--- config.mk ---
export PLATFORM = sky130hd
export DESIGN_NAME = seg7_scan_ctrl
export DESIGN_NICKNAME = d
export VERILOG_FILES = /design/src/rtl/seg7_pkg.sv /design/src/rtl/hex7seg.sv /design/src/rtl/seg7_scan_ctrl.sv
export SDC_FILE = /design/constraint.sdc
export NUM_CORES = 1
export LEC_CHECK = 0
export ABC_AREA = 0
export BUFFER_PORTS_ARGS = -buffer_cell sky130_fd_sc_hd__buf_2
export CAP_MARGIN = 25
export CORE_AREA = 4 4 91 68
export CTS_BUF_LIST = sky130_fd_sc_hd__clkbuf_2 sky130_fd_sc_hd__clkbuf_4 sky130_fd_sc_hd__clkbuf_8
export CTS_CLUSTER_DIAMETER = 150
export DETAILED_ROUTE_END_ITERATION = 8
export DIE_AREA = 0 0 95 72
export GPL_TIMING_DRIVEN = 1
export PLACE_DENSITY = 0.92
export SLEW_MARGIN = 20
export SYNTH_ARGS = -nofsm -noshare
export SYNTH_HDL_FRONTEND = slang
export SYNTH_SLANG_ARGS = --single-unit
--- constraint.sdc ---
create_clock -name clk -period 7.3 [get_ports clk]
set_input_delay 0.365 -clock clk [delete_from_list [all_inputs] [get_ports clk]]
set_output_delay 0.365 -clock clk [all_outputs]
set_load 0.05 [all_outputs]
--- src/rtl/seg7_pkg.sv ---
// Shared definitions for the seven-segment scan controller.
// Contents: display constants, hex font table, digit index type, frame
// buffer payload and the frame-load helper.
// Build option: SEG7_LEAD_ZERO_BLANK_EN adds leading-zero suppression to the
// frame-load helper.
package seg7_pkg;

  localparam int unsigned NUM_DIGITS = 4;
  localparam int unsigned NIB_W      = 4;
  localparam int unsigned SEG_W      = 7;

  localparam logic [SEG_W-1:0]      SEG_BLANK = 7'h7F;
  localparam logic [NUM_DIGITS-1:0] AN_OFF    = 4'hF;

  typedef logic [1:0] digit_idx_t;

  // Active-low {g,f,e,d,c,b,a} patterns for 0..F
  localparam logic [SEG_W-1:0] HEX_FONT [16] = '{
    7'b1000000, 7'b1111001, 7'b0100100, 7'b0110000,
    7'b0011001, 7'b0010010, 7'b0000010, 7'b1111000,
    7'b0000000, 7'b0010000, 7'b0001000, 7'b0000011,
    7'b1000110, 7'b0100001, 7'b0000110, 7'b0001110
  };

  // Frame buffer payload captured once per frame
  typedef struct packed {
    logic [NUM_DIGITS*NIB_W-1:0] digits;
    logic [NUM_DIGITS-1:0]       dp;
    logic [NUM_DIGITS-1:0]       blank;
  } frame_t;

  // Builds the buffered frame; the blank mask is final at load time
  function automatic frame_t load_frame(input logic [NUM_DIGITS*NIB_W-1:0] d,
                                        input logic [NUM_DIGITS-1:0]       p,
                                        input logic [NUM_DIGITS-1:0]       b);
    frame_t f;
`ifdef SEG7_LEAD_ZERO_BLANK_EN
    logic upper_zero;
`endif
    f.digits = d;
    f.dp     = p;
    f.blank  = b;
`ifdef SEG7_LEAD_ZERO_BLANK_EN
    // Walk down from the top digit while every nibble seen so far is zero;
    // digit 0 is never suppressed, a dp keeps its digit visible.
    upper_zero = 1'b1;
    for (int i = int'(NUM_DIGITS) - 1; i > 0; i--) begin
      upper_zero = upper_zero & (d[i*NIB_W +: NIB_W] == 4'h0);
      if (upper_zero && !p[i]) f.blank[i] = 1'b1;
    end
`endif
    return f;
  endfunction

endpackage

--- src/rtl/hex7seg.sv ---
// Combinational hex nibble to active-low seven-segment decoder.
// Ports: nibble (4-bit value in), seg_c (7-bit {g..a} pattern out, unregistered).
module hex7seg
  import seg7_pkg::*;
(
  input  logic [NIB_W-1:0] nibble,
  output logic [SEG_W-1:0] seg_c
);

  assign seg_c = HEX_FONT[nibble];

endmodule

--- src/rtl/seg7_scan_ctrl.sv ---
// Time-multiplexed driver for a 4-digit common-anode seven-segment display.
// Ports: clk, rst_n (async active-low), en (scan enable), digits (4 nibbles,
// [3:0] rightmost), dp_in / blank (per-digit requests), digit_sel (mux-tree
// select), frame_start (pulse after wrap to digit 0), an / seg / dp
// (active-low pin drives, registered).
// Build option: SEG7_LEAD_ZERO_BLANK_EN enables leading-zero blanking.
module seg7_scan_ctrl
  import seg7_pkg::*;
#(
  parameter int unsigned REFRESH_DIV = 100000,
  parameter int unsigned CNT_W       = 20
) (
  input  logic                        clk,
  input  logic                        rst_n,
  input  logic                        en,
  input  logic [NUM_DIGITS*NIB_W-1:0] digits,
  input  logic [NUM_DIGITS-1:0]       dp_in,
  input  logic [NUM_DIGITS-1:0]       blank,
  output digit_idx_t                  digit_sel,
  output logic                        frame_start,
  output logic [NUM_DIGITS-1:0]       an,
  output logic [SEG_W-1:0]            seg,
  output logic                        dp
);

  localparam logic [CNT_W-1:0] TICK_VAL = CNT_W'(REFRESH_DIV - 1);
  localparam digit_idx_t       LAST_SEL = digit_idx_t'(NUM_DIGITS - 1);

  logic [CNT_W-1:0]      cnt, cnt_n;
  digit_idx_t            sel_n;
  frame_t                fb, fb_n;
  logic                  loaded, loaded_n;
  logic                  run, run_n;
  logic [NUM_DIGITS-1:0] an_n;
  logic [SEG_W-1:0]      seg_n, seg_c;
  logic                  dp_n;
  logic                  tick, drive, wrap;
  logic [NIB_W-1:0]      nib;
  logic                  slot_blank;

  hex7seg u_dec (
    .nibble (nib),
    .seg_c  (seg_c)
  );

  // Scan control, frame loading and next pin values
  always_comb begin
    cnt_n    = cnt;
    sel_n    = digit_sel;
    fb_n     = fb;
    loaded_n = loaded;
    run_n    = run;
    an_n     = an;
    seg_n    = seg;
    dp_n     = dp;
    drive    = 1'b0;
    wrap     = 1'b0;
    tick     = (cnt == TICK_VAL);

    if (!en) begin
      // Display dark; counters freeze so the slot resumes where it stopped
      an_n  = AN_OFF;
      run_n = 1'b0;
    end else if (!run) begin
      // (Re)start of scanning: redrive the current slot with a fresh period
      cnt_n = '0;
      run_n = 1'b1;
      drive = 1'b1;
      if (!loaded) begin
        fb_n     = load_frame(digits, dp_in, blank);
        loaded_n = 1'b1;
      end
    end else if (tick) begin
      cnt_n = '0;
      sel_n = digit_sel + 2'd1;
      drive = 1'b1;
      if (digit_sel == LAST_SEL) begin
        wrap = 1'b1;
        fb_n = load_frame(digits, dp_in, blank);
      end
    end else begin
      cnt_n = cnt + CNT_W'(1);
    end

    // Decode from the post-load buffer so the wrap slot shows new data
    nib        = fb_n.digits[{sel_n, 2'b00} +: NIB_W];
    slot_blank = fb_n.blank[sel_n];
    if (drive) begin
      an_n  = ~(NUM_DIGITS'(1) << sel_n);
      seg_n = slot_blank ? SEG_BLANK : seg_c;
      dp_n  = ~(fb_n.dp[sel_n] & ~slot_blank);
    end
  end

  // State and output registers
  always_ff @(posedge clk or negedge rst_n) begin
    if (!rst_n) begin
      cnt         <= '0;
      digit_sel   <= '0;
      fb          <= '0;
      loaded      <= 1'b0;
      run         <= 1'b0;
      an          <= AN_OFF;
      seg         <= SEG_BLANK;
      dp          <= 1'b1;
      frame_start <= 1'b0;
    end else begin
      cnt         <= cnt_n;
      digit_sel   <= sel_n;
      fb          <= fb_n;
      loaded      <= loaded_n;
      run         <= run_n;
      an          <= an_n;
      seg         <= seg_n;
      dp          <= dp_n;
      frame_start <= wrap;
    end
  end

endmodule

==> results of run 1 <==
## cells by family (layout without fill, tap and decap cells)
group	count (synthesis)	in the layout	synth area share [%]
fa+ha+maj	8	8	2.98
compound gates	68	68	16.3
simple gates	102	102	17.0
flops	61	61	45.8
mux	30	30	9.64
buf+inv	28	75	3.83
xor+xnor	17	17	4.43
## final cells by class
type | instances | area (sq um)
flip-flops and latches | 61 | 1540
inverters | 15 | 56.3
fillers | 384 | 1560
clock buffers | 12 | 159
well taps | 75 | 93.8
multi-input cells | 225 | 1690
repair buffers | 44 | 233
clock inverters | 4 | 70.1
## Yosys cell counts (6+ instances only)
master | number | area share (%)
dfrtp_1 | 49 | 36
xor2_1 | 12 | 3.1
o21ai_0 | 7 | 1.0
ha_1 | 8 | 3.0
mux2_2 | 19 | 6.4
nor2_1 | 36 | 4.0
nand3_1 | 11 | 1.6
mux2i_1 | 11 | 3.3
a21o_1 | 6 | 1.3
a21oi_1 | 12 | 1.8
inv_1 | 15 | 1.7
nand4_1 | 6 | 1.1
nand2_1 | 19 | 2.1
dfstp_2 | 12 | 9.4
## state kept, by name, summed over array words and instances (netlist names)
register / count
fb: 24
digit_sel: 2
run: 1
an: 4
seg: 7
frame_start: 1
cnt: 20
dp: 1
loaded: 1
## routing by layer
| metal | GRT usage [%] | vias up | part of all wire, % |
|---|---|---|---|
| met4 | 9.60 | 0 | 1.5 |
| li1 | - | 1227 | - |
| met5 | 0 | - | 0 |
| met2 | 36.3 | 104 | 47 |
| met3 | 6.74 | 10 | 6.7 |
| met1 | 33.1 | 1323 | 45 |
## placed cells by master (no fill, tap or decap), types with 2 or more instances in the layout
master,count
a21oi_1,12
dfstp_2,12
xor2_1,12
xnor2_1,5
clkbuf_8,11
nor4_4,2
o211a_1,3
inv_1,15
nand2b_1,4
and4_1,4
clkinv_2,2
a221oi_1,3
and2_1,3
o21ai_0,7
o32a_1,2
mux2i_1,11
a221oi_2,2
buf_2,41
ha_1,8
nand4b_1,2
nand2_1,19
nand3_1,11
a31oi_1,4
nor3b_1,2
a21o_1,6
nand4_1,6
mux2_2,19
a21boi_0,2
nor2_1,36
bufinv_16,2
nor3_1,2
a22oi_1,2
dfrtp_1,49
nor4b_1,2
o22ai_1,2
o221a_2,2
a211oi_1,3
nor4_1,2
a211o_1,5
## worst reg2reg max path, cell delays in order, from the launching register on
cell      delay (ns)
dfrtp_1         0.39
ha_1            0.21
and3_1          0.29
nand4_2         0.21
o21ai_4         0.76
mux2_2          0.44
a22o_1          0.21
a211oi_1        0.41
clkbuf_2        0.27
ha_1            0.25
inv_1           0.08
a21oi_1         0.04
o32ai_1         0.26
a31oi_1         0.09
## final timing paths
| check | depth (start not counted) | to | start | slack (ns) |
|---|---|---|---|---|
| max in group asynchronous | 2 | fb[2]$_DFF_PN0_ | rst_n | 6.63 |
| setup reg to reg | 13 | seg[1]$_DFFE_PN1P_ | cnt[0]$_DFFE_PN0P_ | 3.29 |
| hold reg to reg | 1 | loaded$_DFFE_PN0P_ | loaded$_DFFE_PN0P_ | 0.47 |
| setup / recovery | 13 | seg[1]$_DFFE_PN1P_ | cnt[0]$_DFFE_PN0P_ | 3.29 |
| hold / removal | 2 | loaded$_DFFE_PN0P_ | rst_n | 0.18 |
| min in group clk | 2 | fb[15]$_DFF_PN0_ | digits[7] | 0.26 |
## power groups by stage
stage | Combinational (W) | Sequential (W) | Clock [W]
5_1_grt | 0.000211 | 0.000409 | 0.000359
3_5_place_dp | 0.000192 | 0.000411 | 0
3_3_place_gp | 0.000185 | 0.000408 | 0
2_1_floorplan | 0.000100 | 0.000452 | 0
4_1_cts | 0.000193 | 0.000405 | 0.000346
6_report | 0.000195 | 0.000405 | 0.000339
## through the flow
step           hold slack, ns  std cells  instance area [sq um]  setup WS (ns)
2_1_floorplan          0.0694        314                   3360           3.68
3_3_place_gp            0.458        418                   3600           3.17
3_5_place_dp            0.460        418                   3600           2.95
4_1_cts                 0.196        434                   3830           2.94
5_1_grt                 0.236        436                   3850           3.08
6_report                0.178        436                   3850           3.29
==> metrics, run 1 <==
# IOs=42; DRT antenna net count=0; most used cell along the critical path=ha_1; Global Route Usage Sum=24.0%; crit path max fanout=27; CP arrival=4.23 ns; max frequency=249 MHz; initial antenna violation count=0; Synth Flop Type=dfrtp_1; Post-CTS Setup Inserts=0; internal power=0.000670 W; DP Wirelength=5.43 mm; number of synthesized register bits=61; Clk Latency, worst-skew pair=0.34 ns; yosys warns=0; Finish-stage setup viols=0; ys async rst share=100%; register area share after synthesis=45.8%; sw power=0.000270 W; Setup CP Type=flip-flop to flip-flop; min cycle time layout=4.01 ns; port buffer count=41; initial cell density of the core=62.2%; CP max stage cell=o21ai_4; GP Congestion=0.918; H-tree depth=3; CTS root buffer=clkbuf_8; Slew @ Worst Pin=0.980 ns; Layout Nets=391; Worst Path Required=7.52 ns; switching share of power=28.8%; die height=72 um; Setup crit start kind=flip-flop; vias in the first global route=2583; # diodes=0; Slew Limit Fails=0; relative slew slack=34.7%; CTS clk-pin slew, worst paths=0.07 ns; Initial DRT Pass Iterations=5; clock sink total=61; Routed WL per cell=17.7 um; Die ar.=6840 sq um; largest net degree at the start of global routing=62; Post-Synthesis Mean Instance Area=10.7 sq um; maxcap violations=0; first-pass GRT wire length=12.5 mm; row cnt=23; vias per inst=6.11; die width=95 um; Mapped Cells=314; P&R area growth vs syn=14.4%; First DRT Iteration DRCs=219; setup TNS=0 ns; Setup crit end kind=flip-flop; PwrDens=244 nW/um^2; syn nets=349; sequential power share=43.1%; status=complete, no violations; core box area=5410 sq um; Post-CTS Resized=0; Comb pwr share=20.8%; Syn Std Cell Area=3360 sq um; final count of hold timing violations=0; Via Count=2664; Bufs and invs on worst path=2; TritonCTS clock tree=done; grt total ovfl=0; DRC=0; Leak Pwr=1.80 nW; Final period util=55.0%; clock network fraction of design power=36.1%; Post-synth EDFFs=0; CP delay by family, top=compound AO/OA/AOI/OAI gates; wirelength, routed=7.74 mm; Hold Crit Class=primary input to async pin; CTS Hold Bufs=0; unrepaired setup endpoints after global routing=no; CTS buffer count=9; Max rail drop VDD=235 uV; total power=0.000940 W; CTS max path bufs=2; post-layout util=71.1%; max incr delay on CP=0.75 ns; clk_skew=0.00667 ns; layout cells sized above 1=29.4%; synth unique cells=60; Critical Path, Cell by Cell=ha_1 > and3_1 > nand4_2 > o21ai_4 > mux2_2 > a22o_1 > a211oi_1 > clkbuf_2 > ha_1 > inv_1 > a21oi_1 > o32ai_1 > a31oi_1
Note: power is estimated with default switching activity, not from simulation.
==> run 2: changes to the inputs <==
- CORE_AREA: 4 4 91 68 -> 4 4 95 70
- DIE_AREA: 0 0 95 72 -> 0 0 99 74
- PLACE_DENSITY: 0.92 -> 0.87
- clock period: 7.3 -> 3.95 ns (I/O delays scaled with it)
==> run 2 against run 1 <==
  * Setup slack got worse by 2.9 ns
  * Utilization decreased by 3.8 points
  * Cell area decreased by 0.88%
  * Total power increased by 71%
  * Global-route usage decreased by 2.2 points
  * Die area increased by 7.1%
  * Sequential cell count unchanged
==> metrics, run 2 (same netlist as run 1, synthesis figures left out) <==
layout cells sized above 1=29.9% (+0.58 points); Layout Nets=394 (+0.77%); CP arrival=3.87 ns (-0.36 ns); crit path max fanout=15 (-44%); highest metal used=met4; vias per inst=5.90 (-3.4%); most used cell along the critical path=ha_1; Max rail drop VDD=357 uV (+52%); row cnt=23 (unchanged); R2R Setup Slk=0.34 ns (-2.95 ns); Reg area=1540 sq um (unchanged); Largest register FFs=24 (unchanged); DRT antenna net count=0 (unchanged); DP Wirelength=5.45 mm (+0.36%); Initial DRT Pass Iterations=4 (-1); Hold Crit Class=primary input to async pin; unrepaired setup endpoints after global routing=no; crit path launch=cnt[0]$_DFFE_PN0P_; Finish-stage setup viols=0 (unchanged); CTS buffer count=9 (unchanged); Critical R2R Launch=cnt[0]$_DFFE_PN0P_; Global Route Usage Sum=21.8% (-2.2 points); Slew @ Worst Pin=0.755 ns (-0.225 ns); met1 wire length=3.52 mm (+2.1%); Final period util=91.4% (+36 points); P&R area growth vs syn=13.4%; first-pass GRT wire length=12.5 mm (unchanged); clock sink total=61 (unchanged); Biggest register=fb; status=complete, no violations; largest net degree at the start of global routing=62 (unchanged); CTS max path bufs=2 (unchanged); port buffer count=41 (unchanged); DRC=0 (unchanged); CP max stage cell=o21ai_4; vias in the first global route=2475 (-4.2%); Worst Path Required=4.21 ns (-3.31 ns); CTS Hold Bufs=0 (unchanged); initial antenna violation count=0 (unchanged); Via Count=2590 (-2.8%); relative slew slack=49.7% (+15 points); Multi-input gate area=1690 sq um (unchanged); initial cell density of the core=59.3% (-2.8 points); Post-CTS Resized=0 (unchanged); H-tree depth=3 (unchanged); core box area=5670 sq um (+4.8%); total power=0.00161 W (+71%); setup slack at placement=0.398 ns (-2.55 ns); Leak Pwr=1.79 nW (-0.48%); Setup WS post-layout=0.340 ns (-2.95 ns); grt total ovfl=0 (unchanged); Post-CTS Setup Inserts=0 (unchanged); # IOs=42 (unchanged); Setup crit start kind=flip-flop; maxcap violations=0 (unchanged); Routed WL per cell=17.3 um (-2.8%); most frequent cells in the layout=49 x dfrtp_1, 41 x buf_2, 36 x nor2_1, 19 x mux2_2, 19 x nand2_1; PwrDens=421 nW/um^2 (+72%); Bufs and invs on worst path=2 (unchanged); # diodes=0 (unchanged); Clk Latency, worst-skew pair=0.33 ns (about the same); Die ar.=7330 sq um (+7.1%); setup TNS=0 ns (unchanged); Critical Path, Cell by Cell=ha_1 > and3_1 > nand4_2 > o21ai_4 > mux2_2 > a22o_1 > a211oi_1 > buf_4 > inv_1 > ha_1 > mux2i_1 > nor2_1 > o32a_1; First DRT Iteration DRCs=163 (-26%); Setup crit end kind=flip-flop; Hold Slack=0.0138 ns (-0.164 ns); largest registers=fb x24, cnt x20, seg x7; commonest non-fill, non-tap cell in the layout=dfrtp_1; clk_skew=0.00949 ns (+0.00281 ns); final count of hold timing violations=0 (unchanged); max frequency=277 MHz (+11%); CP delay by family, top=compound AO/OA/AOI/OAI gates; GP Congestion=0.833 (-9.3%); met2 WL=3.33 mm (-8.9%); max incr delay on CP=0.49 ns (-0.26 ns); Slew Limit Fails=0 (unchanged); Fill cells=449 (+17%); TritonCTS clock tree=done; die height=74 um (+2.8%); CTS clk-pin slew, worst paths=0.06 ns (about the same); post-layout util=67.2% (-3.8 points); met3 wire len=628 um (+21%); wirelength, routed=7.57 mm (-2.1%); Setup CP Type=flip-flop to flip-flop; CTS root buffer=clkbuf_8; min cycle time layout=3.61 ns (-0.402 ns); die width=99 um (+4.2%)
run 2: cell count changes in the layout (fill, tap and decap cells not counted):
| cell | change |
|---|---|
| buf_4 | +5 |
| clkbuf_8 | -1 |
| bufinv_16 | -2 |
| buf_8 | -1 |
| clkbuf_2 | -1 |
| clkbuf_4 | +3 |
run 2: worst paths after layout:
| kind | cells after the start | to |
|---|---|---|
| max in group asynchronous | 2 | cnt[19]$_DFFE_PN0P_ |
| min reg2reg | 1 | loaded$_DFFE_PN0P_ |
| max | 13 | seg[3]$_DFFE_PN1P_ |
| min | 2 | loaded$_DFFE_PN0P_ |
| max reg2reg | 13 | seg[3]$_DFFE_PN1P_ |
| min in group clk | 2 | fb[9]$_DFF_PN0_ |
run 2: worst reg2reg max path, stage by stage, from the launching register on:
cell      delay, ns
dfrtp_1        0.38
ha_1           0.23
and3_1         0.32
nand4_2        0.24
o21ai_4        0.49
mux2_2         0.41
a22o_1         0.21
a211oi_1       0.21
buf_4          0.19
inv_1          0.07
ha_1           0.25
mux2i_1        0.15
nor2_1         0.06
o32a_1         0.33
run 2: stage by stage:
stage	instance area [sq um]	instances
2_1_floorplan	3360	314
3_3_place_gp	3630	423
3_5_place_dp	3630	423
4_1_cts	3810	439
5_1_grt	3810	439
6_report	3810	439
run 2: metal layers:
| layer | track usage (%) | vias up |
|---|---|---|
| li1 | - | 1231 |
| met1 | 32.1 | 1249 |
| met2 | 32.1 | 98 |
| met3 | 5.53 | 12 |
| met4 | 6.67 | 0 |
| met5 | 0 | - |
run 2: layout make-up:
cell class              instances  area share, %
well taps                      75           2.46
multi-input cells             225           44.4
repair buffers                 47           6.56
clock inverters                 2          0.263
clock buffers                  14           4.40
flip-flops and latches         61           40.4
inverters                      15           1.48
run 2: where the power goes:
| group | internal [W] | switching (W) |
|---|---|---|
| sequential | 0.000712 | 0.0000337 |
| clock | 0.000271 | 0.000226 |
| combinational | 0.000134 | 0.000229 |
| total | 0.00112 | 0.000488 |
